File: src/rtl/sram_axi_bridge.sv
// Bridges an instruction and a data SRAM-like port onto a single AXI master.
// One transaction is in flight at a time. Data requests win ties against instruction requests.
module sram_axi_bridge #(
  parameter logic [3:0] INST_ID = 4'd0,
  parameter logic [3:0] DATA_ID = 4'd1
) (
  input  logic        clk,
  input  logic        rst,
  // instruction SRAM-like port
  input  logic        inst_req,
  input  logic        inst_wr,
  input  logic [1:0]  inst_size,
  input  logic [31:0] inst_addr,
  input  logic [31:0] inst_wdata,
  output logic [31:0] inst_rdata,
  output logic        inst_addr_ok,
  output logic        inst_data_ok,
  // data SRAM-like port
  input  logic        data_req,
  input  logic        data_wr,
  input  logic [1:0]  data_size,
  input  logic [31:0] data_addr,
  input  logic [31:0] data_wdata,
  output logic [31:0] data_rdata,
  output logic        data_addr_ok,
  output logic        data_data_ok,
  // AXI read address
  output logic [3:0]  arid,
  output logic [31:0] araddr,
  output logic [7:0]  arlen,
  output logic [2:0]  arsize,
  output logic [1:0]  arburst,
  output logic [1:0]  arlock,
  output logic [3:0]  arcache,
  output logic [2:0]  arprot,
  output logic        arvalid,
  input  logic        arready,
  // AXI read data
  input  logic [3:0]  rid,
  input  logic [31:0] rdata,
  input  logic [1:0]  rresp,
  input  logic        rlast,
  input  logic        rvalid,
  output logic        rready,
  // AXI write address
  output logic [3:0]  awid,
  output logic [31:0] awaddr,
  output logic [7:0]  awlen,
  output logic [2:0]  awsize,
  output logic [1:0]  awburst,
  output logic [1:0]  awlock,
  output logic [3:0]  awcache,
  output logic [2:0]  awprot,
  output logic        awvalid,
  input  logic        awready,
  // AXI write data
  output logic [3:0]  wid,
  output logic [31:0] wdata,
  output logic [3:0]  wstrb,
  output logic        wlast,
  output logic        wvalid,
  input  logic        wready,
  // AXI write response
  input  logic [3:0]  bid,
  input  logic [1:0]  bresp,
  input  logic        bvalid,
  output logic        bready
);

  typedef enum logic [2:0] {
    IDLE         = 3'd0,
    RD_ADDR      = 3'd1,
    RD_DATA      = 3'd2,
    WR_ADDR_DATA = 3'd3,
    WR_RESP      = 3'd4
  } state_t;

  state_t      state_q, state_d;
  logic [31:0] addr_q, addr_d;
  logic [1:0]  size_q, size_d;
  logic [31:0] wdata_q, wdata_d;
  logic        src_data_q, src_data_d;
  logic        wr_q, wr_d;
  logic        arvalid_q, arvalid_d;
  logic        rready_q, rready_d;
  logic        awvalid_q, awvalid_d;
  logic        wvalid_q, wvalid_d;
  logic        bready_q, bready_d;
  logic        aw_done_q, aw_done_d;
  logic        w_done_q, w_done_d;
  logic        inst_data_ok_q, inst_data_ok_d;
  logic        data_data_ok_q, data_data_ok_d;
  logic [31:0] inst_rdata_q, inst_rdata_d;
  logic [31:0] data_rdata_q, data_rdata_d;

  logic        idle_open_s;
  logic        data_accept_s;
  logic        inst_accept_s;
  logic        aw_done_s;
  logic        w_done_s;
  logic        unused_s;

  function automatic logic [3:0] wstrb_f(input logic [1:0] size, input logic [1:0] off);
    logic [3:0] strb;
    case (size)
      2'd0:    strb = 4'b0001 << off;
      2'd1:    strb = off[1] ? 4'b1100 : 4'b0011;
      2'd2:    strb = 4'b1111;
      default: strb = 4'b0000;
    endcase
    return strb;
  endfunction

  // Acceptance is held off during reset and in the data_ok cycle so a new request lands one cycle later.
  assign idle_open_s   = (state_q == IDLE) && rst && !inst_data_ok_q && !data_data_ok_q;
  assign data_accept_s = idle_open_s && data_req;
  assign inst_accept_s = idle_open_s && inst_req && !data_req;
  assign data_addr_ok  = data_accept_s;
  assign inst_addr_ok  = inst_accept_s;

  assign aw_done_s = aw_done_q | (awvalid_q & awready);
  assign w_done_s  = w_done_q | (wvalid_q & wready);

  // Next-state and next-output computation for the transaction FSM.
  always_comb begin
    state_d        = state_q;
    addr_d         = addr_q;
    size_d         = size_q;
    wdata_d        = wdata_q;
    src_data_d     = src_data_q;
    wr_d           = wr_q;
    arvalid_d      = arvalid_q;
    rready_d       = rready_q;
    awvalid_d      = awvalid_q;
    wvalid_d       = wvalid_q;
    bready_d       = bready_q;
    aw_done_d      = aw_done_q;
    w_done_d       = w_done_q;
    inst_data_ok_d = 1'b0;
    data_data_ok_d = 1'b0;
    inst_rdata_d   = inst_rdata_q;
    data_rdata_d   = data_rdata_q;
    case (state_q)
      IDLE: begin
        if (data_accept_s || inst_accept_s) begin
          addr_d     = data_accept_s ? data_addr  : inst_addr;
          size_d     = data_accept_s ? data_size  : inst_size;
          wdata_d    = data_accept_s ? data_wdata : inst_wdata;
          src_data_d = data_accept_s;
          wr_d       = data_accept_s && data_wr;
          aw_done_d  = 1'b0;
          w_done_d   = 1'b0;
          if (data_accept_s && data_wr) begin
            state_d   = WR_ADDR_DATA;
            awvalid_d = 1'b1;
            wvalid_d  = 1'b1;
          end else begin
            state_d   = RD_ADDR;
            arvalid_d = 1'b1;
          end
        end else begin
          state_d = IDLE;
        end
      end
      RD_ADDR: begin
        if (arready) begin
          arvalid_d = 1'b0;
          rready_d  = 1'b1;
          state_d   = RD_DATA;
        end else begin
          state_d = RD_ADDR;
        end
      end
      RD_DATA: begin
        if (rvalid) begin
          rready_d = 1'b0;
          state_d  = IDLE;
          if (src_data_q) begin
            data_data_ok_d = 1'b1;
            data_rdata_d   = rdata;
          end else begin
            inst_data_ok_d = 1'b1;
            inst_rdata_d   = rdata;
          end
        end else begin
          state_d = RD_DATA;
        end
      end
      WR_ADDR_DATA: begin
        awvalid_d = awvalid_q & ~awready;
        wvalid_d  = wvalid_q & ~wready;
        aw_done_d = aw_done_s;
        w_done_d  = w_done_s;
        if (aw_done_s && w_done_s) begin
          bready_d = 1'b1;
          state_d  = WR_RESP;
        end else begin
          state_d = WR_ADDR_DATA;
        end
      end
      WR_RESP: begin
        if (bvalid) begin
          bready_d       = 1'b0;
          data_data_ok_d = 1'b1;
          state_d        = IDLE;
        end else begin
          state_d = WR_RESP;
        end
      end
      default: begin
        state_d   = IDLE;
        arvalid_d = 1'b0;
        rready_d  = 1'b0;
        awvalid_d = 1'b0;
        wvalid_d  = 1'b0;
        bready_d  = 1'b0;
      end
    endcase
  end

  // State and output registers with synchronous active-low reset.
  always_ff @(posedge clk) begin
    if (!rst) begin
      state_q        <= IDLE;
      addr_q         <= 32'd0;
      size_q         <= 2'd0;
      wdata_q        <= 32'd0;
      src_data_q     <= 1'b0;
      wr_q           <= 1'b0;
      arvalid_q      <= 1'b0;
      rready_q       <= 1'b0;
      awvalid_q      <= 1'b0;
      wvalid_q       <= 1'b0;
      bready_q       <= 1'b0;
      aw_done_q      <= 1'b0;
      w_done_q       <= 1'b0;
      inst_data_ok_q <= 1'b0;
      data_data_ok_q <= 1'b0;
      inst_rdata_q   <= 32'd0;
      data_rdata_q   <= 32'd0;
    end else begin
      state_q        <= state_d;
      addr_q         <= addr_d;
      size_q         <= size_d;
      wdata_q        <= wdata_d;
      src_data_q     <= src_data_d;
      wr_q           <= wr_d;
      arvalid_q      <= arvalid_d;
      rready_q       <= rready_d;
      awvalid_q      <= awvalid_d;
      wvalid_q       <= wvalid_d;
      bready_q       <= bready_d;
      aw_done_q      <= aw_done_d;
      w_done_q       <= w_done_d;
      inst_data_ok_q <= inst_data_ok_d;
      data_data_ok_q <= data_data_ok_d;
      inst_rdata_q   <= inst_rdata_d;
      data_rdata_q   <= data_rdata_d;
    end
  end

  assign inst_rdata   = inst_rdata_q;
  assign inst_data_ok = inst_data_ok_q;
  assign data_rdata   = data_rdata_q;
  assign data_data_ok = data_data_ok_q;

  assign arid    = src_data_q ? DATA_ID : INST_ID;
  assign araddr  = addr_q;
  assign arlen   = 8'd0;
  assign arsize  = {1'b0, size_q};
  assign arburst = 2'b01;
  assign arlock  = 2'b00;
  assign arcache = 4'b0000;
  assign arprot  = 3'b000;
  assign arvalid = arvalid_q;
  assign rready  = rready_q;

  assign awid    = DATA_ID;
  assign awaddr  = addr_q;
  assign awlen   = 8'd0;
  assign awsize  = {1'b0, size_q};
  assign awburst = 2'b01;
  assign awlock  = 2'b00;
  assign awcache = 4'b0000;
  assign awprot  = 3'b000;
  assign awvalid = awvalid_q;
  assign wid     = DATA_ID;
  assign wdata   = wdata_q;
  assign wstrb   = wstrb_f(size_q, addr_q[1:0]);
  assign wlast   = 1'b1;
  assign wvalid  = wvalid_q;
  assign bready  = bready_q;

  // Response IDs, response codes and rlast carry no information for single-beat, in-order traffic.
  assign unused_s = ^{inst_wr, wr_q, rid, rresp, rlast, bid, bresp};

endmodule

File: config.mk
export PLATFORM = sky130hd
export DESIGN_NAME = sram_axi_bridge
export DESIGN_NICKNAME = d
export VERILOG_FILES = /design/src/rtl/sram_axi_bridge.sv
export SDC_FILE = /design/constraint.sdc
export NUM_CORES = 1
export LEC_CHECK = 0
export BUFFER_PORTS_ARGS = -buffer_cell sky130_fd_sc_hd__buf_2
export CAP_MARGIN = 10
export CORE_AREA = 4 4 162 164
export DETAILED_ROUTE_END_ITERATION = 7
export DIE_AREA = 0 0 166 168
export PLACE_DENSITY = 0.58
export SLEW_MARGIN = 5
export SYNTH_ARGS = -nofsm -noshare
export SYNTH_HDL_FRONTEND = slang
export SYNTH_SLANG_ARGS = --single-unit
export TNS_END_PERCENT = 20
File: constraint.sdc
create_clock -name clk -period 3.2 [get_ports clk]
set_input_delay 0.64 -clock clk [delete_from_list [all_inputs] [get_ports clk]]
set_output_delay 0.64 -clock clk [all_outputs]
set_load 0.02 [all_outputs]
==> results.json, run 1 <==
{
  "die_h_um": 168,
  "tns_ns": 0,
  "clock-skew-final_ns": 0.00939,
  "insertion_delay_ns": 0.41,
  "pwr-share-comb": 0.187,
  "grt_pass1_wl_um": 32900,
  "yosysSeqAreaShare": 0.437,
  "fin_crit_ns": 2.76,
  "core_area_sq_um": 24900,
  "timing_hold_violations_final": 0,
  "power.share.clock": 0.419,
  "min_path_type": "reg -> reg",
  "avgRoutedWirePerCell_um": 16.8,
  "ir_drop_mv": 0.270,
  "drt-total-wl_um": 22200,
  "drt-initial-drc-count": 293,
  "drv_slew": 0,
  "io_pins": 418,
  "layout_common_cells": "buf_2 (350), dfxtp_1 (143), nand2_1 (132)",
  "clock-sinks": 143,
  "fin_util": 0.349,
  "hold_depth": 2,
  "ys_types": 39,
  "cp_data_required_time_ns": 2.56,
  "seqPwrFrac": 0.394,
  "dieArea_sq_um": 27900,
  "post-route-drc-count": 0,
  "p_sw_mw": 1.42,
  "final_common_cell": "buf_2",
  "root_buffer": "clkbuf_16",
  "gp_congestion": 0.841,
  "fmax_ghz": 0.363,
  "cp_max_fo": 22,
  "first_pass_iters": 6,
  "p_leak_nw": 4.02,
  "grt_max_degree": 73,
  "ys_ff_latch": 143,
  "synth_edf_count": 0,
  "cts.repair.resized": 0,
  "worstRegToRegCells": 4,
  "async_flop_share": 0,
  "syn_avg_cell_area_sq_um": 9.46,
  "multi_input_area_sq_um": 2920,
  "dpl_worst_slack_ns": 0.652,
  "end_kind": "output pin",
  "num-fill-cells": 2640,
  "tightest_slew_ns": 0.758,
  "die_w_um": 166,
  "gr-usage-met2": 0.253,
  "use_met3": 0.0362,
  "nets": 1162,
  "maxSlewHeadroom": 0.495,
  "power_density_nw_per_um2": 577,
  "synth_area_leader_cell": "dfxtp_1",
  "regArea_sq_um": 2860,
  "initial_core_util": 0.263,
  "grt_busiest_layer": "met2",
  "rows": 58,
  "cts_hold_buf": 0,
  "detail_route.vias_per_cell": 4.54,
  "maxCapViolCount": 0,
  "total_power_mw": 5.01,
  "switching_share": 0.283,
  "synthCells": 692,
  "htree_levels": 4,
  "yosysTopAreaCellShare": 0.437,
  "synth_area_sq_um": 6550,
  "worst_slack_ns": 0.443,
  "synthFlopType": "dfxtp_1",
  "design_area_sq_um": 8680,
  "cp-start-kind": "flip-flop",
  "vias": 5969,
  "grt_util_met1": 0.184,
  "ys_top_cells_by_area": "dfxtp_1 (44%), o221a_2 (11%), buf_4 (10%), o22a_1 (8.8%), nand2_1 (7.6%)",
  "portBuffers": 351,
  "run_status": "finished clean",
  "cts_tree": "yes",
  "area_growth_pct": 32.6,
  "place_hpwl_um": 16100,
  "dp.cells": 1285,
  "yosysWarnings": 0,
  "internal-power_mw": 3.59,
  "cts_setup_buffers": 0,
  "arrival_ns": 2.12,
  "ant_nets": 0,
  "crit_type": "reg -> out",
  "setup_viol_count_final": 0,
  "overflow": 0,
  "placed_cell_area_sq_um": 8060,
  "rsz0062_at_grt": "no",
  "hold_ws_ns": 0.449,
  "antenna_found_initial": 3,
  "grt_usage": 0.148,
  "drive_gt1_frac": 0.468,
  "finalNonFillerCells": 1315,
  "cts_made_buffers": 17,
  "grt_pass1_vias": 5593,
  "clk_path_buf_depth": 2,
  "period_share": 0.861,
  "clkTransAtPathRegs_ns": 0.06
}
-- path summary, 6_finish.rpt --
check	startpoint	end	slack, ns
worst min register to register	data_rdata[5]$_SDFFE_PN0P_	data_rdata[5]$_SDFFE_PN0P_	0.45
worst max-delay path	state_q[2]$_SDFF_PN0_	data_addr_ok	0.44
worst min-delay path	data_rdata[5]$_SDFFE_PN0P_	data_rdata[5]$_SDFFE_PN0P_	0.45
worst max register to register	state_q[2]$_SDFF_PN0_	wdata[6]$_SDFFE_PN0P_	1.09
-- metal layers --
layer / wire length [um] / vias to the layer above / part of all wire
li1: - / 2921 / -
met1: 9430 / 2820 / 0.43
met2: 11200 / 203 / 0.51
met3: 1170 / 21 / 0.053
met4: 346 / 4 / 0.016
met5: 20 / - / 0.00090
-- power by group through the flow --
stage | Clock, mW | Sequential, mW | Combinational (mW)
after global placement | 0 | 2.01 | 0.941
after floorplan | 0 | 2.12 | 0.580
after global routing | 2.25 | 1.99 | 1.00
after detailed placement | 0 | 2.02 | 0.944
after CTS | 2.18 | 1.98 | 0.945
final | 2.10 | 1.98 | 0.938
-- kinds of logic (layout without fill, tap and decap cells) --
kind of cell           count (synthesis)  count (layout)  share of synthesized area
flip-flops                           143             143                      0.437
multiplexers                           1               1                    0.00153
AO/OA/AOI/OAI                        225             225                      0.306
AND/OR/NAND/NOR                      167             167                      0.108
buffers and inverters                154             396                      0.147
other                                  2              53                    0.00115
-- worst max-delay path, stage by stage (launching register included) --
cell	delay [ns]
dfxtp_1	0.44
nor4b_4	0.43
nand2_2	0.38
nor2_1	0.23
buf_2	0.22
-- cells in the mapped netlist, types with 3 or more instances --
cell type / n
nor2_1: 9
nand3_1: 4
buf_6: 5
o21ai_0: 5
o22a_1: 66
o221a_2: 65
a21boi_1: 5
nand2_1: 133
nor2b_1: 5
clkbuf_1: 42
buf_2: 15
buf_4: 87
dfxtp_1: 143
a31oi_1: 3
a21oi_1: 9
nor3_1: 3
inv_1: 5
a21boi_0: 59
-- state kept, by name, summed over array words and instances, names as in the netlist, 2 cells and up --
name / flops
araddr: 32
size_q: 2
data_rdata: 32
state_q: 3
wdata: 32
inst_rdata: 32
-- area by class of cell --
| class | count | share of cell area |
|---|---|---|
| Clock inverter | 10 | 0.0189 |
| Timing Repair Buffer | 362 | 0.214 |
| Multi-Input combinational cell | 445 | 0.336 |
| Inverter | 5 | 0.00216 |
| Antenna cell | 1 | 0.000288 |
| Tap cell | 330 | 0.0476 |
| Clock buffer | 19 | 0.0522 |
| Sequential cell | 143 | 0.330 |
(Power assumes the default switching activity.)
==> run 2: changes to the inputs <==
Settings changed: ABC_AREA set to 1, CORE_AREA 4 4 162 164 to 4 4 159 161, DIE_AREA 0 0 166 168 to 0 0 163 165, PLACE_DENSITY 0.58 to 0.6, SETUP_SLACK_MARGIN set to 0.2.
==> run 2 against run 1 <==
  * Synthesized cell count rose by 42%
  * Fmax rose by 24%
  * Synthesized area rose by 1.8%
  * Non-clock buffer count fell by 1
  * Highest routed layer unchanged
  * Critical path depth rose by 2
  * Sequential power barely moved
  * Combinational power rose by 14%
==> results.json, run 2 <==
{
  "crit_path_max_incr_delay_ns": 0.36,
  "crit_family": "simple AND/OR/NAND/NOR gates",
  "avgRoutedWirePerCell_um": 13.2,
  "tightest_slew_ns": 1.09,
  "nets": 1456,
  "internal-power_mw": 3.29,
  "yosysTopAreaCellShare": 0.430,
  "portBuffers": 351,
  "synthCells": 980,
  "switching_share": 0.336,
  "maxCapViolCount": 0,
  "drive_gt1_frac": 0.315,
  "path_cells": "nor2_4, nand2_4, nor2_8, nand2_1, nor2_1, buf_2",
  "slowest_stage": "dfxtp_1",
  "worstRegToRegCells": 8,
  "fin_crit_ns": 2.22,
  "layout_common_cells": "buf_2 (350), nor2_1 (286), nand2_1 (222)",
  "cts_setup_buffers": 0,
  "rsz0062_at_grt": "no",
  "insertion_delay_ns": 0.41,
  "detail_route.vias_per_cell": 4.24,
  "use_met3": 0.0357,
  "fmax_ghz": 0.451,
  "synth_edf_count": 0,
  "drv_slew": 0,
  "clk_path_buf_depth": 2,
  "cts_tree": "yes",
  "p_sw_mw": 1.66,
  "yosysWarnings": 0,
  "io_pins": 418,
  "ys_types": 28,
  "startpoint": "state_q[1]$_SDFF_PN0_",
  "htree_levels": 4,
  "drt-initial-drc-count": 440,
  "synth_area_leader_cell": "dfxtp_1",
  "p_leak_nw": 4.73,
  "crit_path_end": "inst_addr_ok",
  "ir_drop_mv": 0.292,
  "dieArea_sq_um": 26900,
  "min_path_type": "reg -> reg",
  "period_share": 0.694,
  "end_kind": "output pin",
  "grt_usage": 0.145,
  "cts.repair.resized": 0,
  "arrival_ns": 1.58,
  "pwr-share-comb": 0.217,
  "run_status": "finished clean",
  "power.share.clock": 0.379,
  "clock-sinks": 143,
  "ant_nets": 0,
  "first_pass_iters": 4,
  "synthFlopType": "dfxtp_1",
  "total_power_mw": 4.95,
  "post-route-drc-count": 0,
  "hold_ws_ns": 0.458,
  "yosysMostFrequentCell": "nor2_1",
  "r2r_start": "state_q[1]$_SDFF_PN0_",
  "grt_busiest_layer": "met2",
  "core_area_sq_um": 24000,
  "rows": 57,
  "place_hpwl_um": 15900,
  "gp_congestion": 0.780,
  "ys_top_cells_by_area": "dfxtp_1 (43%), nor2_1 (16%), nand2_1 (13%), buf_4 (10%), o21ai_0 (9.4%)",
  "r2r_setup_slack_ns": 1.17,
  "grt_pass1_wl_um": 31200,
  "synth_area_sq_um": 6660,
  "seqPwrFrac": 0.404,
  "grt_max_degree": 83,
  "grt_pass1_vias": 6045,
  "netlist_top_cells_count": "nor2_1 (287), nand2_1 (222), dfxtp_1 (143)",
  "tns_ns": 0,
  "gr-usage-met2": 0.252,
  "ys_ff_latch": 143,
  "antenna_found_initial": 3,
  "vias": 6807,
  "yosysSeqAreaShare": 0.430,
  "num-fill-cells": 2667,
  "power_density_nw_per_um2": 567,
  "syn_avg_cell_area_sq_um": 6.80,
  "timing_hold_violations_final": 0,
  "crit_type": "reg -> out",
  "initial_core_util": 0.278,
  "async_flop_share": 0,
  "die_h_um": 165,
  "cp_max_fo": 6,
  "cp-start-kind": "flip-flop",
  "cp_data_required_time_ns": 2.56,
  "clock-skew-final_ns": 0.0107,
  "cts_hold_buf": 0,
  "worst-path-buf-inv": 1,
  "root_buffer": "clkbuf_16",
  "crit_cells": 6,
  "reg2reg_to": "wdata[26]$_SDFFE_PN0P_",
  "setup_viol_count_final": 0,
  "cts_made_buffers": 17,
  "die_w_um": 163,
  "grt_util_met1": 0.176,
  "maxSlewHeadroom": 0.275,
  "final_common_cell": "buf_2",
  "clkTransAtPathRegs_ns": 0.06,
  "overflow": 0,
  "drt-total-wl_um": 21200,
  "area_growth_pct": 30.8
}
==> run 2: worst min path at each step <==
stage               depth (start not counted)              startpoint  slack, ns                          end
floorplan                                   2  aw_done_q$_SDFFE_PN0P_       0.45       aw_done_q$_SDFFE_PN0P_
global placement                            2    arvalid$_SDFFE_PN0P_       0.43         arvalid$_SDFFE_PN0P_
detailed placement                          2    arvalid$_SDFFE_PN0P_       0.44         arvalid$_SDFFE_PN0P_
CTS                                         3               rdata[14]       0.44  data_rdata[14]$_SDFFE_PN0P_
global route                                3               rdata[12]       0.45  data_rdata[12]$_SDFFE_PN0P_
finish                                      2    arvalid$_SDFFE_PN0P_       0.46         arvalid$_SDFFE_PN0P_
==> run 2: per-stage QoR <==
step	instances	util	setup slack, ns	area, sq um
after floorplan	1030	-	1.32	6850
after global placement	1573	0.341	0.880	8170
after detailed placement	1573	0.341	0.837	8170
after CTS	1605	0.364	0.956	8720
after global routing	1606	0.364	0.903	8720
final	1606	0.364	0.980	8720
==> run 2: power by group through the flow <==
stage | Sequential, mW | Combinational [mW] | Clock (mW)
2_1_floorplan | 2.17 | 0.659 | 0
3_3_place_gp | 2.03 | 1.08 | 0
3_5_place_dp | 2.03 | 1.09 | 0
4_1_cts | 2.00 | 1.09 | 1.95
5_1_grt | 2.01 | 1.19 | 2.02
6_report | 2.00 | 1.07 | 1.88
==> run 2: kinds of logic after synthesis <==
family,share of synthesized area
compound gates,0.115
buf+inv,0.150
flops,0.430
other cells,0.00113
simple gates,0.304
==> run 2: final cells by class <==
class / count / area [sq um] / share of cell area
timing repair buffer: 361 / 1830 / 0.210
sequential: 143 / 2860 / 0.328
multi-input combinational: 727 / 3000 / 0.344
clock buffer: 18 / 429 / 0.0492
clock inverter: 14 / 120 / 0.0138
tap: 324 / 405 / 0.0465
inverter: 18 / 67.6 / 0.00775
antenna: 1 / 2.50 / 0.000287
==> run 2: worst register-to-register path, cell delays in order (launching register included) <==
cell     delay, ns
dfxtp_1       0.36
nor2_4        0.18
nand2_4       0.11
nor2_8        0.15
o21ai_4       0.07
inv_2         0.50
buf_4         0.37
o21ai_0       0.10
nor2_1        0.13
==> run 2: layer usage <==
| layer | vias up | routed length (um) | share of wire |
|---|---|---|---|
| met4 | 4 | 399 | 0.019 |
| met2 | 270 | 10000 | 0.47 |
| li1 | 3496 | - | - |
| met1 | 3012 | 9000 | 0.42 |
| met5 | - | 26 | 0.0012 |
| met3 | 25 | 1760 | 0.083 |
